[src/rtl/ram_arb_pkg.sv]
// Shared definitions for the two-master RAM arbiter: FSM states,
// master index constants and the RAM read latency.
package ram_arb_pkg;

    typedef enum logic [1:0] {
        IDLE  = 2'd0,
        LOCK0 = 2'd1,
        LOCK1 = 2'd2
    } state_t;

    localparam logic M0 = 1'b0;
    localparam logic M1 = 1'b1;

    // Cycles from a granted read to valid data on ram_dout.
    localparam int RAM_RD_LAT = 1;

endpackage

[src/rtl/ram_arbiter_if.sv]
// Bus bundle between the two masters / RAM and the arbiter.
// Handshake: a master holds mN_req (with we/lock/addr/wdata stable) until
// mN_gnt is seen high in the same cycle; the access is issued to the RAM in
// that cycle. For a read, mN_rvalid pulses exactly RAM_RD_LAT cycles later
// with mN_rdata valid; mN_rdata then holds until the next mN read completes.
// The "master" modport is the masters-plus-RAM side, "slave" is the arbiter.
interface ram_arbiter_if #(
    parameter int ADDR_BITS = 10,
    parameter int DATA_BITS = 8
);
    logic                 m0_req;
    logic                 m0_we;
    logic                 m0_lock;
    logic [ADDR_BITS-1:0] m0_addr;
    logic [DATA_BITS-1:0] m0_wdata;
    logic                 m0_gnt;
    logic                 m0_rvalid;
    logic [DATA_BITS-1:0] m0_rdata;

    logic                 m1_req;
    logic                 m1_we;
    logic                 m1_lock;
    logic [ADDR_BITS-1:0] m1_addr;
    logic [DATA_BITS-1:0] m1_wdata;
    logic                 m1_gnt;
    logic                 m1_rvalid;
    logic [DATA_BITS-1:0] m1_rdata;

    logic                 ram_ena;
    logic                 ram_wea;
    logic [ADDR_BITS-1:0] ram_addr;
    logic [DATA_BITS-1:0] ram_din;
    logic [DATA_BITS-1:0] ram_dout;

    modport master (
        output m0_req, m0_we, m0_lock, m0_addr, m0_wdata,
        input  m0_gnt, m0_rvalid, m0_rdata,
        output m1_req, m1_we, m1_lock, m1_addr, m1_wdata,
        input  m1_gnt, m1_rvalid, m1_rdata,
        input  ram_ena, ram_wea, ram_addr, ram_din,
        output ram_dout
    );

    modport slave (
        input  m0_req, m0_we, m0_lock, m0_addr, m0_wdata,
        output m0_gnt, m0_rvalid, m0_rdata,
        input  m1_req, m1_we, m1_lock, m1_addr, m1_wdata,
        output m1_gnt, m1_rvalid, m1_rdata,
        output ram_ena, ram_wea, ram_addr, ram_din,
        input  ram_dout
    );

endinterface

[src/rtl/ram_rd_tracker.sv]
// Per-master read return path: delays the "read issued" flag by the RAM
// latency, pulses rvalid, and holds the last returned read data.
module ram_rd_tracker
    import ram_arb_pkg::*;
#(
    parameter int DATA_BITS = 8
) (
    input  logic                 clk,
    input  logic                 rst,
    input  logic                 i_rd_issue,
    input  logic [DATA_BITS-1:0] i_ram_dout,
    output logic                 o_rvalid,
    output logic [DATA_BITS-1:0] o_rdata
);

    logic [RAM_RD_LAT-1:0] r_pipe;
    logic [DATA_BITS-1:0]  r_hold;
    logic                  w_done;

    assign w_done = r_pipe[RAM_RD_LAT-1];

    // Shift the issued-read flag until the RAM data is available.
    always_ff @(posedge clk) begin
        if (rst) begin
            r_pipe <= '0;
        end else begin
            r_pipe <= (r_pipe << 1) | RAM_RD_LAT'(i_rd_issue);
        end
    end

    // Capture the returned data so it stays stable after the rvalid cycle.
    always_ff @(posedge clk) begin
        if (rst) begin
            r_hold <= '0;
        end else if (w_done) begin
            r_hold <= i_ram_dout;
        end
    end

    assign o_rvalid = w_done;
    // In the completion cycle the RAM output is passed straight through.
    assign o_rdata  = w_done ? i_ram_dout : r_hold;

endmodule

[src/rtl/ram_arbiter.sv]
// Two-master arbiter in front of a single-port synchronous RAM.
// Per-cycle round-robin arbitration in IDLE, lockable grants for
// read-modify-write, and per-master read return tracking.
// Build option RAM_ARB_FIXED_PRIO_EN: master 0 always wins an IDLE tie and
// the round-robin pointer is removed.
module ram_arbiter
    import ram_arb_pkg::*;
#(
    parameter int ADDR_BITS = 10,
    parameter int DATA_BITS = 8
) (
    input  logic          clk,
    input  logic          rst,
    ram_arbiter_if.slave  bus,
    output state_t        o_state
);

    state_t               r_state;
    state_t               w_next;
    logic                 w_gnt0;
    logic                 w_gnt1;
    logic                 w_wea;
    logic [ADDR_BITS-1:0] w_addr;
    logic [DATA_BITS-1:0] w_din;

`ifndef RAM_ARB_FIXED_PRIO_EN
    logic                 r_last;

    // Remember the last granted master; reset favours master 0 on the first tie.
    always_ff @(posedge clk) begin
        if (rst) begin
            r_last <= M1;
        end else if (w_gnt0) begin
            r_last <= M0;
        end else if (w_gnt1) begin
            r_last <= M1;
        end
    end
`endif

    // FSM state register.
    always_ff @(posedge clk) begin
        if (rst) begin
            r_state <= IDLE;
        end else begin
            r_state <= w_next;
        end
    end

    // Grant selection and next-state; grants are suppressed while in reset.
    always_comb begin
        w_gnt0 = 1'b0;
        w_gnt1 = 1'b0;
        w_next = r_state;
        case (r_state)
            IDLE: begin
                if (bus.m0_req && bus.m1_req) begin
`ifdef RAM_ARB_FIXED_PRIO_EN
                    w_gnt0 = 1'b1;
`else
                    if (r_last == M0) begin
                        w_gnt1 = 1'b1;
                    end else begin
                        w_gnt0 = 1'b1;
                    end
`endif
                end else if (bus.m0_req) begin
                    w_gnt0 = 1'b1;
                end else if (bus.m1_req) begin
                    w_gnt1 = 1'b1;
                end
                if (w_gnt0 && bus.m0_lock) begin
                    w_next = LOCK0;
                end else if (w_gnt1 && bus.m1_lock) begin
                    w_next = LOCK1;
                end
            end
            LOCK0: begin
                // The other master is stalled; the lock ends with an unlocked
                // access or when master 0 stops requesting.
                if (bus.m0_req) begin
                    w_gnt0 = 1'b1;
                    if (!bus.m0_lock) begin
                        w_next = IDLE;
                    end
                end else begin
                    w_next = IDLE;
                end
            end
            LOCK1: begin
                if (bus.m1_req) begin
                    w_gnt1 = 1'b1;
                    if (!bus.m1_lock) begin
                        w_next = IDLE;
                    end
                end else begin
                    w_next = IDLE;
                end
            end
            default: begin
                w_next = IDLE;
            end
        endcase
        if (rst) begin
            w_gnt0 = 1'b0;
            w_gnt1 = 1'b0;
        end
    end

    // RAM command mux; idle bus is driven to zero.
    always_comb begin
        w_wea  = 1'b0;
        w_addr = '0;
        w_din  = '0;
        if (w_gnt0) begin
            w_wea  = bus.m0_we;
            w_addr = bus.m0_addr;
            w_din  = bus.m0_wdata;
        end else if (w_gnt1) begin
            w_wea  = bus.m1_we;
            w_addr = bus.m1_addr;
            w_din  = bus.m1_wdata;
        end
    end

    assign bus.m0_gnt   = w_gnt0;
    assign bus.m1_gnt   = w_gnt1;
    assign bus.ram_ena  = w_gnt0 | w_gnt1;
    assign bus.ram_wea  = w_wea;
    assign bus.ram_addr = w_addr;
    assign bus.ram_din  = w_din;
    assign o_state      = r_state;

    ram_rd_tracker #(.DATA_BITS(DATA_BITS)) u_trk0 (
        .clk        (clk),
        .rst        (rst),
        .i_rd_issue (w_gnt0 & ~bus.m0_we),
        .i_ram_dout (bus.ram_dout),
        .o_rvalid   (bus.m0_rvalid),
        .o_rdata    (bus.m0_rdata)
    );

    ram_rd_tracker #(.DATA_BITS(DATA_BITS)) u_trk1 (
        .clk        (clk),
        .rst        (rst),
        .i_rd_issue (w_gnt1 & ~bus.m1_we),
        .i_ram_dout (bus.ram_dout),
        .o_rvalid   (bus.m1_rvalid),
        .o_rdata    (bus.m1_rdata)
    );

endmodule

[src/flat_wrapper.sv]
// flat-port wrapper written by rule: the top's interface ports become plain ports
module ram_arbiter_flat import ram_arb_pkg::*;
#(
    parameter int ADDR_BITS = 10,
    parameter int DATA_BITS = 8
)
  (clk, rst, o_state, bus_m0_req, bus_m0_we, bus_m0_lock, bus_m0_addr, bus_m0_wdata, bus_m0_gnt, bus_m0_rvalid, bus_m0_rdata, bus_m1_req, bus_m1_we, bus_m1_lock, bus_m1_addr, bus_m1_wdata, bus_m1_gnt, bus_m1_rvalid, bus_m1_rdata, bus_ram_ena, bus_ram_wea, bus_ram_addr, bus_ram_din, bus_ram_dout);
  ram_arbiter_if #(.ADDR_BITS(ADDR_BITS), .DATA_BITS(DATA_BITS)) bus_i ();
  input  logic clk;
  input  logic rst;
  output state_t o_state;
  input wire logic [$bits(bus_i.m0_req)-1:0] bus_m0_req;
  input wire logic [$bits(bus_i.m0_we)-1:0] bus_m0_we;
  input wire logic [$bits(bus_i.m0_lock)-1:0] bus_m0_lock;
  input wire logic [$bits(bus_i.m0_addr)-1:0] bus_m0_addr;
  input wire logic [$bits(bus_i.m0_wdata)-1:0] bus_m0_wdata;
  output wire logic [$bits(bus_i.m0_gnt)-1:0] bus_m0_gnt;
  output wire logic [$bits(bus_i.m0_rvalid)-1:0] bus_m0_rvalid;
  output wire logic [$bits(bus_i.m0_rdata)-1:0] bus_m0_rdata;
  input wire logic [$bits(bus_i.m1_req)-1:0] bus_m1_req;
  input wire logic [$bits(bus_i.m1_we)-1:0] bus_m1_we;
  input wire logic [$bits(bus_i.m1_lock)-1:0] bus_m1_lock;
  input wire logic [$bits(bus_i.m1_addr)-1:0] bus_m1_addr;
  input wire logic [$bits(bus_i.m1_wdata)-1:0] bus_m1_wdata;
  output wire logic [$bits(bus_i.m1_gnt)-1:0] bus_m1_gnt;
  output wire logic [$bits(bus_i.m1_rvalid)-1:0] bus_m1_rvalid;
  output wire logic [$bits(bus_i.m1_rdata)-1:0] bus_m1_rdata;
  output wire logic [$bits(bus_i.ram_ena)-1:0] bus_ram_ena;
  output wire logic [$bits(bus_i.ram_wea)-1:0] bus_ram_wea;
  output wire logic [$bits(bus_i.ram_addr)-1:0] bus_ram_addr;
  output wire logic [$bits(bus_i.ram_din)-1:0] bus_ram_din;
  input wire logic [$bits(bus_i.ram_dout)-1:0] bus_ram_dout;
  assign bus_i.m0_req = bus_m0_req;
  assign bus_i.m0_we = bus_m0_we;
  assign bus_i.m0_lock = bus_m0_lock;
  assign bus_i.m0_addr = bus_m0_addr;
  assign bus_i.m0_wdata = bus_m0_wdata;
  assign bus_m0_gnt = bus_i.m0_gnt;
  assign bus_m0_rvalid = bus_i.m0_rvalid;
  assign bus_m0_rdata = bus_i.m0_rdata;
  assign bus_i.m1_req = bus_m1_req;
  assign bus_i.m1_we = bus_m1_we;
  assign bus_i.m1_lock = bus_m1_lock;
  assign bus_i.m1_addr = bus_m1_addr;
  assign bus_i.m1_wdata = bus_m1_wdata;
  assign bus_m1_gnt = bus_i.m1_gnt;
  assign bus_m1_rvalid = bus_i.m1_rvalid;
  assign bus_m1_rdata = bus_i.m1_rdata;
  assign bus_ram_ena = bus_i.ram_ena;
  assign bus_ram_wea = bus_i.ram_wea;
  assign bus_ram_addr = bus_i.ram_addr;
  assign bus_ram_din = bus_i.ram_din;
  assign bus_i.ram_dout = bus_ram_dout;
  ram_arbiter #(.ADDR_BITS(ADDR_BITS), .DATA_BITS(DATA_BITS)) u_core (.clk(clk), .rst(rst), .bus(bus_i), .o_state(o_state));
endmodule
[config.mk]
export PLATFORM = sky130hd
export DESIGN_NAME = ram_arbiter_flat
export DESIGN_NICKNAME = d
export VERILOG_FILES = /design/src/rtl/ram_arb_pkg.sv /design/src/rtl/ram_arbiter_if.sv /design/src/rtl/ram_rd_tracker.sv /design/src/rtl/ram_arbiter.sv /design/src/flat_wrapper.sv
export SDC_FILE = /design/constraint.sdc
export NUM_CORES = 1
export LEC_CHECK = 0
export ABC_AREA = 1
export BUFFER_PORTS_ARGS = -buffer_cell sky130_fd_sc_hd__clkbuf_2
export CAP_MARGIN = 5
export CELL_PAD_IN_SITES_DETAIL_PLACEMENT = 0
export CELL_PAD_IN_SITES_GLOBAL_PLACEMENT = 1
export CORE_MARGIN = 8
export CORE_UTILIZATION = 29
export DETAILED_ROUTE_END_ITERATION = 7
export PLACE_DENSITY = 0.91
export SLEW_MARGIN = 20
export SYNTH_ARGS = -nofsm -noshare
export SYNTH_HDL_FRONTEND = slang
export SYNTH_HIERARCHICAL = 1
export SYNTH_SLANG_ARGS = --single-unit
[constraint.sdc]
create_clock -name clk -period 1.9 [get_ports clk]
set_input_delay 0.095 -clock clk [delete_from_list [all_inputs] [get_ports clk]]
set_output_delay 0.095 -clock clk [all_outputs]
set_load 0.02 [all_outputs]
Word level (Yosys, flattened, before mapping)
Index checks and enable logic that the tools add are counted.
Widths: inputs -> output; s select.
{"block": "word_totals", "output_inout_bits": 42, "regBits": 21, "in_bits": 52, "word_cells": 52}
{"block": "op_classes", "n_reduce_logical": 6, "eq_ne": 5, "bitwise_logic": 5, "n_mux": 30}
{"cell": "$mux 8", "n": 4}
{"cell": "$mux 10", "n": 2}
{"cell": "$mux 1", "n": 15}
{"cell": "$mux 2", "n": 6}
{"cell": "$ne 3x3->1 const B", "n": 2}
{"cell": "$pmux 2 s3", "n": 1}
{"cell": "$pmux 1 s2", "n": 2}
{"cell": "$logic_and 1x1->1", "n": 3}
{"cell": "$ne 3x1->1 const B", "n": 1}
{"cell": "$reduce_and 3->1", "n": 1}
{"cell": "$and 1x1->1", "n": 2}
{"cell": "$eq 2x1->1 const B", "n": 1}
{"cell": "$eq 2x2->1 const B", "n": 1}
{"cell": "$logic_not 2->1", "n": 1}
{"cell": "$not 1->1", "n": 2}
{"cell": "$reduce_bool 2->1", "n": 1}
{"cell": "$or 1x1->1", "n": 1}

Logic depth before layout (Yosys ltp)
Gate-level depths: netlist of run 1.
{"block": "depth", "depth_word": 8, "depth_mapped": 9, "ltp_nobuf": 8}

By module
The synthesis of run 1 kept the hierarchy.
{"module": "ram_rd_tracker", "cells_per_inst": 70, "n_inst": 2, "area_per_inst_um2": 495.5, "seq_area_each_um2": 180.2}
{"module": "ram_arbiter", "cells_per_inst": 105, "n_inst": 1, "area_per_inst_um2": 500.5, "seq_area_each_um2": 60.1}

Worst setup path before layout of run 1
OpenSTA, ideal clock, no wires.
{"block": "synth_timing", "kind": "reg-to-output", "from": "reg u_core.r_state[0] (netlist: u_core/o_state[0])", "to": "out bus_ram_addr[1]", "required_ns": 1.805, "path_buffers": 1, "path_slack_ns": 0.653, "path_stages_with_launch": 8, "t_arrival_ns": 1.152, "cell_sequence": "dfxtp_1 -> nand2_1 -> nand2_1 -> nand2_1 -> inv_2 -> buf_6 -> nand2_1 -> nand2_1"}
{"block": "synth_via", "word_cells_on_any_way": 9, "classes_between": "2 x eq/ne; 6 x mux; 1 x reduce/logical"}
{"item": "start: declaration", "line": "ram_arbiter.sv:18", "rtl": "state_t r_state;"}
{"item": "start signal: assignment", "line": "ram_arbiter.sv:46", "rtl": "r_state <= w_next;"}
{"item": "$eq 2x1->1 or $logic_not 2->1 (tied branches)", "line": "ram_arbiter.sv:55", "rtl": "case (r_state)"}
{"item": "$pmux 1 s2 (*)", "line": "ram_arbiter.sv:55"}
{"item": "$mux 1 (*)", "line": "ram_arbiter.sv:104", "rtl": "if (rst) begin"}
{"item": "named net bus_m0_gnt", "line": "flat_wrapper.sv:17", "rtl": "output wire logic [$bits(bus_i.m0_gnt)-1:0] bus_m0_gnt;"}
{"item": "$mux 10 (*)", "line": "ram_arbiter.sv:115", "rtl": "if (w_gnt0) begin"}
{"item": "end: declaration", "line": "flat_wrapper.sv:30", "rtl": "output wire logic [$bits(bus_i.ram_addr)-1:0] bus_ram_addr;"}
Mark *: on every way through the listed nets, which the timed path passes. The rest lies on a longest branch.

Final worst setup path of run 1
{"block": "layout_timing", "from": "reg u_core.r_state[0] (netlist: u_core/o_state[0])", "to": "out bus_ram_wea"}
{"block": "layout_via", "elab_chain_cells": 5, "word_cells_on_any_way": 9, "classes_between": "2 x eq/ne; 6 x mux; 1 x reduce/logical"}
{"item": "$eq 2x2->1 or $logic_not 2->1 (tied branches)", "line": "ram_arbiter.sv:55"}
{"item": "$pmux 1 s2", "line": "ram_arbiter.sv:55"}
{"item": "$mux 1", "line": "ram_arbiter.sv:104"}
{"item": "$mux 1", "line": "ram_arbiter.sv:119", "rtl": "end else if (w_gnt1) begin"}
{"item": "$mux 1 (*)", "line": "ram_arbiter.sv:115"}
{"item": "end: declaration", "line": "flat_wrapper.sv:29", "rtl": "output wire logic [$bits(bus_i.ram_wea)-1:0] bus_ram_wea;"}
Every way passes the cells marked *; elsewhere a longest branch is shown, timed or not.

==> run metrics, run 1 <==
status complete, no violations; Antenna diodes 0; post-synthesis mux area share 0; Max-cap violations 0; Routed Antenna Nets 0; clk slew on worst S/H paths 0.08 ns; synthesized area 0.00149 sq mm; DP Area 0.00198 sq mm; Starting DRT DRC Count 22; Clock Power Share 0.258; Initial Util 0.296; fin crit period 1.70 ns; PwrDens 562 mW/mm^2; initial antenna violation count 0; Final TNS setup 0 ns; hold-fix buffers at CTS 0; period utilisation layout 0.897; DR pass1 iterations 4; final WL 4080 um; Longest Clk Path Bufs 2; Post-route DRC 0; total CTS buffers 3; GP Congestion 0.835; post-synthesis sequential area ratio 0.282; Die Height 87.7 um; post-route cell area 0.00202 sq mm; Rel. slew slack 0.677; post-CTS setup repair buffer count 0; Post-Synth Simple-Gate Area 0.495; overall power 1.14 mW; RSZ-0062 raised after global routing no; CTS tree built; WHS Endpoint u_core/o_state[0]; grt ovf 0; cell count after synthesis 245; CORE AREA 0.00504 sq mm; Layout Skew 0.00875 ns; reg-to-reg endpoint u_core/r_last; die area between 0.007 and 0.008 sq mm; Area Growth Syn to Fin 35.7%; nature of the critical path startpoint flip-flop; clk_lat worst skew 0.26 ns; Synth Area in Adders 0; post-synthesis register bit count 21; post-route setup slack about 0.20 ns; vias in the first global route 1,606; Synth Area in Compound Gates 0.0101; final setup vio count 0; fraction of layout cells with a size suffix above 1 0.463; Std-Cell Rows 26; crit path kind reg -> out; combinational power share 0.328; WHS 0.0549 ns; clock root cell clkbuf_8; Final Hold Vio Count 0; fmax 587 MHz; Worst Path Required about 1.8 ns; total track usage 0.104; RR Startpoint u_core/o_state[0]; post-CTS sizing 0; IO Count between 90 and 100; peak supply drop 0.275 mV; Flop pwr share 0.415; switching share of power 0.347; P_leak 1.33 nW; critical path arrival between 1.5 and 2 ns; main combinational cell family by area after synthesis simple AND/OR/NAND/NOR gates; syn avg cell area ~6 sq um; R2R Setup Slk a little under 0.8 ns; Sw Pwr around 0.39 mW; Setup crit end kind output port; count of different cell masters after synthesis 16; H-tree levels 1; worst hold path type in -> reg; global-route wire length before repair 6620 um; DR vias/cell a little under 4; port bufs 93; Crit Path Max Fanout 20; Pins Over Slew Limit 0; Die X ~90 um; Setup WS pre-CTS 0.488 ns; Clock Sinks 21; DP HPWL 3460 um; Power Internal 0.742 mW; largest net degree at the start of global routing 22; Worst R2R Path Depth 5; fin nets a little under 400; Routed WL per cell 10.1 um; Yosys warning count 6; syn nets 297; Hold Path Origin rst; Via Count around 1,600; XOR/XNOR Fraction of Synth Area 0; cell depth of the worst min-delay path 2; Slew @ Worst Pin between 0.4 and 0.5 ns
## layout make-up
cell class,count,area [sq um]
multi-input combinational,155,753
tap,70,87.6
sequential,21,420
timing repair buffer,94,473
clock buffer,4,45.0
fill,548,3020
inverter,61,244
## through the flow
step | std cells | util
after floorplan | 245 | -
after global placement | 401 | 0.392
after detailed placement | 401 | 0.392
after CTS | 405 | 0.401
after global routing | 405 | 0.401
final | 405 | 0.401
## synthesized netlist by cell type
library cell	instances	area share
nand4_1	1	0.0042
nand2_2	33	0.14
nor3b_2	1	0.0084
buf_4	1	0.0050
dfxtp_1	21	0.28
buf_6	5	0.038
a21oi_1	3	0.010
nand2_1	83	0.21
inv_8	2	0.015
nand2_4	4	0.030
nor2_2	16	0.067
nor2_1	11	0.028
inv_2	2	0.0050
buf_2	2	0.0067
inv_1	57	0.14
nand3_1	3	0.010
## worst max-delay path by stage
stage | slack (ns) | cells after the start | startpoint | endpoint
after floorplan | 0.65 | 7 | u_core/o_state[0] | bus_ram_addr[1]
after global placement | 0.48 | 6 | u_core/o_state[0] | bus_ram_wea
after detailed placement | 0.49 | 6 | u_core/o_state[0] | bus_ram_wea
after CTS | 0.18 | 6 | u_core/o_state[0] | bus_ram_wea
after global routing | 0.07 | 6 | u_core/o_state[0] | bus_ram_din[5]
final | 0.20 | 6 | u_core/o_state[0] | bus_ram_wea
## sequential cells by signal, summed over array words and instances (netlist names)
name	cells
u_core/r_last	1
u_core/u_trk1/r_hold	8
u_core/u_trk0/r_hold	8
u_core/u_trk0/o_rvalid	1
u_core/o_state	2
u_core/u_trk1/o_rvalid	1
## routing by layer
metal / up-vias / track usage / share of wire
met3: 2 / 0.0460 / 0.12
met5: - / 0 / 0
met2: 73 / 0.172 / 0.45
met1: 667 / 0.121 / 0.43
li1: 863 / - / -
met4: 0 / 0.0188 / 0.0029
## power groups by stage
stage | Combinational (mW) | Clock (mW) | Sequential, mW
floorplan | 0.247 | 0 | 0.480
global placement | 0.377 | 0 | 0.481
CTS | 0.379 | 0.313 | 0.472
detailed placement | 0.378 | 0 | 0.482
finish | 0.372 | 0.293 | 0.472
global route | 0.418 | 0.323 | 0.474
## kinds of logic (layout without fill, tap and decap cells)
| kind of cell | Yosys count | in the layout |
|---|---|---|
| and+or+nand+nor | 152 | 152 |
| buffers and inverters | 69 | 159 |
| DFF | 21 | 21 |
| AOI/OAI and AO/OA | 3 | 3 |
## worst max-delay path, cell delays in order (launching register included)
cell,delay [ns]
dfxtp_1,0.37
nor3b_2,0.26
nand2_2,0.11
inv_2,0.27
nand2_1,0.11
nand2_1,0.08
clkbuf_2,0.16
## cell usage in the layout, fill, tap and decap left out, drive strengths merged
cell and n:
clkbuf 97, nand2 120, nand4 1, dfxtp 21, nor2 27, inv 61
nor3b 1, nand3 3, a21oi 3, buf 1
Power figures use the tool's default switching activity.
==> run 2, diff against run 1 <==
--- a/config.mk
+++ b/config.mk
@@ -13,7 +13,8 @@
 export CORE_MARGIN = 8
 export CORE_UTILIZATION = 29
 export DETAILED_ROUTE_END_ITERATION = 7
-export PLACE_DENSITY = 0.91
+export GPL_TIMING_DRIVEN = 1
+export PLACE_DENSITY_LB_ADDON = 0.3
 export SLEW_MARGIN = 20
 export SYNTH_ARGS = -nofsm -noshare
 export SYNTH_HDL_FRONTEND = slang
==> run 2 against run 1 <==
Effect of this change: via count decreased by 1.6%; first-iteration DRC count decreased by 45%; utilization unchanged; global-route usage increased by 0.33 points; count of clock-buffer cells in the layout unchanged; worst setup slack improved by 0.037 ns; clock skew decreased by 0.0083 ns; sequential power about the same; sequential cell count unchanged; total power decreased by 0.77%; register-to-register slack improved by 0.02 ns; largest cell class unchanged.
==> run metrics, run 2 (synthesized netlist as in run 1, its figures left out) <==
PwrDens 558 mW/mm^2 (-0.77%); Std-Cell Rows 26 (unchanged); CP max stage delay 0.36 ns (about the same); clock root cell clkbuf_8; peak supply drop 0.221 mV (-20%); crit path kind reg -> out; DP Area 0.00198 sq mm (unchanged); global-route wire length before repair 6620 um (unchanged); Routed WL per cell 9.84 um (-2.3%); Post-route DRC 0 (unchanged); fin nets 388 (unchanged); total track usage 0.107 (+0.00327); Via Count 1,580 (-1.6%); grt ovf 0 (unchanged); CORE AREA 0.00504 sq mm (unchanged); post-CTS sizing 0 (unchanged); fraction of layout cells with a size suffix above 1 0.463 (unchanged); Initial Util 0.296 (unchanged); final setup vio count 0 (unchanged); Non-Filler Instances 405 (unchanged); CP bufs+invs 2 (unchanged); Crit Path Max Fanout 20 (unchanged); post-CTS setup repair buffer count 0 (unchanged); status complete, no violations; DR vias/cell 3.90 (-1.6%); total CTS buffers 3 (unchanged); clk_lat worst skew 0.25 ns (about the same); Setup WS pre-CTS 0.490 ns (+0.00178 ns); DP HPWL 3420 um (-0.93%); crit path cell chain nor3b_2, nand2_2, inv_2, nand2_1, nand2_1, clkbuf_2; IO Count 94 (unchanged); RSZ-0062 raised after global routing no; Top delay family on crit path simple AND/OR/NAND/NOR gates; WHS 0.0784 ns (+0.0235 ns); final WL 3980 um (-2.3%); fin crit period 1.67 ns (-0.0370 ns); post-route cell area 0.00202 sq mm (unchanged); Area Growth Syn to Fin 35.7% (unchanged); Slew @ Worst Pin 0.503 ns (+0.0192 ns); nature of the critical path startpoint flip-flop; Longest Clk Path Bufs 2 (unchanged); period utilisation layout 0.878 (-0.0195); Final Hold Vio Count 0 (unchanged); CTS tree built; worst hold path type in -> reg; overall power 1.13 mW (-0.77%); critical path arrival 1.57 ns (-0.04 ns); vias in the first global route 1,695 (+5.5%); Max-cap violations 0 (unchanged); Layout Skew 0.000417 ns (-0.00833 ns); Starting DRT DRC Count 12 (-45%); Die X 87.7 um (unchanged); DR pass1 iterations 4 (unchanged); Die Height 87.7 um (unchanged); Worst Path Required 1.80 ns (about the same); Routed Antenna Nets 0 (unchanged); post-route setup slack 0.233 ns (+0.0370 ns); Setup crit end kind output port; Rel. slew slack 0.664 (-0.0128); hold-fix buffers at CTS 0 (unchanged); commonest non-fill, non-tap cells in the layout 93 x clkbuf_2, 83 x nand2_1, 57 x inv_1; Antenna diodes 0 (unchanged); initial antenna violation count 0 (unchanged); Util after Layout 0.401 (unchanged); largest net degree at the start of global routing 22 (unchanged); port bufs 93 (unchanged); Final TNS setup 0 ns (unchanged); fillers 563 (+2.7%); H-tree levels 1 (unchanged); clk slew on worst S/H paths 0.07 ns (about the same); GP Congestion 0.789 (-5.6%); CP most frequent cell nand2_1; P_leak 1.33 nW (unchanged); Clock Sinks 21 (unchanged); die area 0.00769 sq mm (unchanged); Pins Over Slew Limit 0 (unchanged); fmax 600 MHz (+2.2%); commonest non-fill, non-tap cell in the layout clkbuf_2; Slowest-stage cell, CP dfxtp_1; Cells after DPL 401 (unchanged)
run 2: cell counts in the layout (fill, tap and decap cells not counted):
No cell type changed its count.
run 2: routing by layer:
layer | routed length [um] | track usage | part of all wire
met5 | 0 | 0 | 0
met3 | 495 | 0.0488 | 0.12
met2 | 1770 | 0.190 | 0.44
met4 | 40 | 0.0453 | 0.010
met1 | 1680 | 0.105 | 0.42
run 2: worst paths after layout:
path	start	endpoint	slack (ns)	cells past startpoint
max	u_core/o_state[0]	bus_ram_addr[5]	0.23	6
min	bus_m0_we	u_core/u_trk0/o_rvalid	0.08	4
max reg2reg	u_core/o_state[0]	u_core/r_last	0.79	5
min reg2reg	u_core/u_trk1/r_hold[5]	u_core/u_trk1/r_hold[5]	0.53	4
run 2: report_power, final:
part           switching [mW]  internal [mW]  leakage, nW
logic                   0.236          0.135         1.13
registers              0.0131          0.458        0.171
clock network           0.138          0.149       0.0228
total                   0.386          0.742         1.33
run 2: tightest hold or removal path, cell delays in order:
cell      delay (ns)
clkbuf_2        0.09
nor2_1          0.04
inv_1           0.04
nor2_1          0.03
run 2: final cells by class:
| type | instances | area, sq um | share of cell area |
|---|---|---|---|
| Timing Repair Buffer | 94 | 473 | 0.234 |
| Tap cell | 70 | 87.6 | 0.0433 |
| Multi-Input combinational cell | 155 | 753 | 0.372 |
| Sequential cell | 21 | 420 | 0.208 |
| Inverter | 61 | 244 | 0.121 |
| Clock buffer | 4 | 45.0 | 0.0223 |
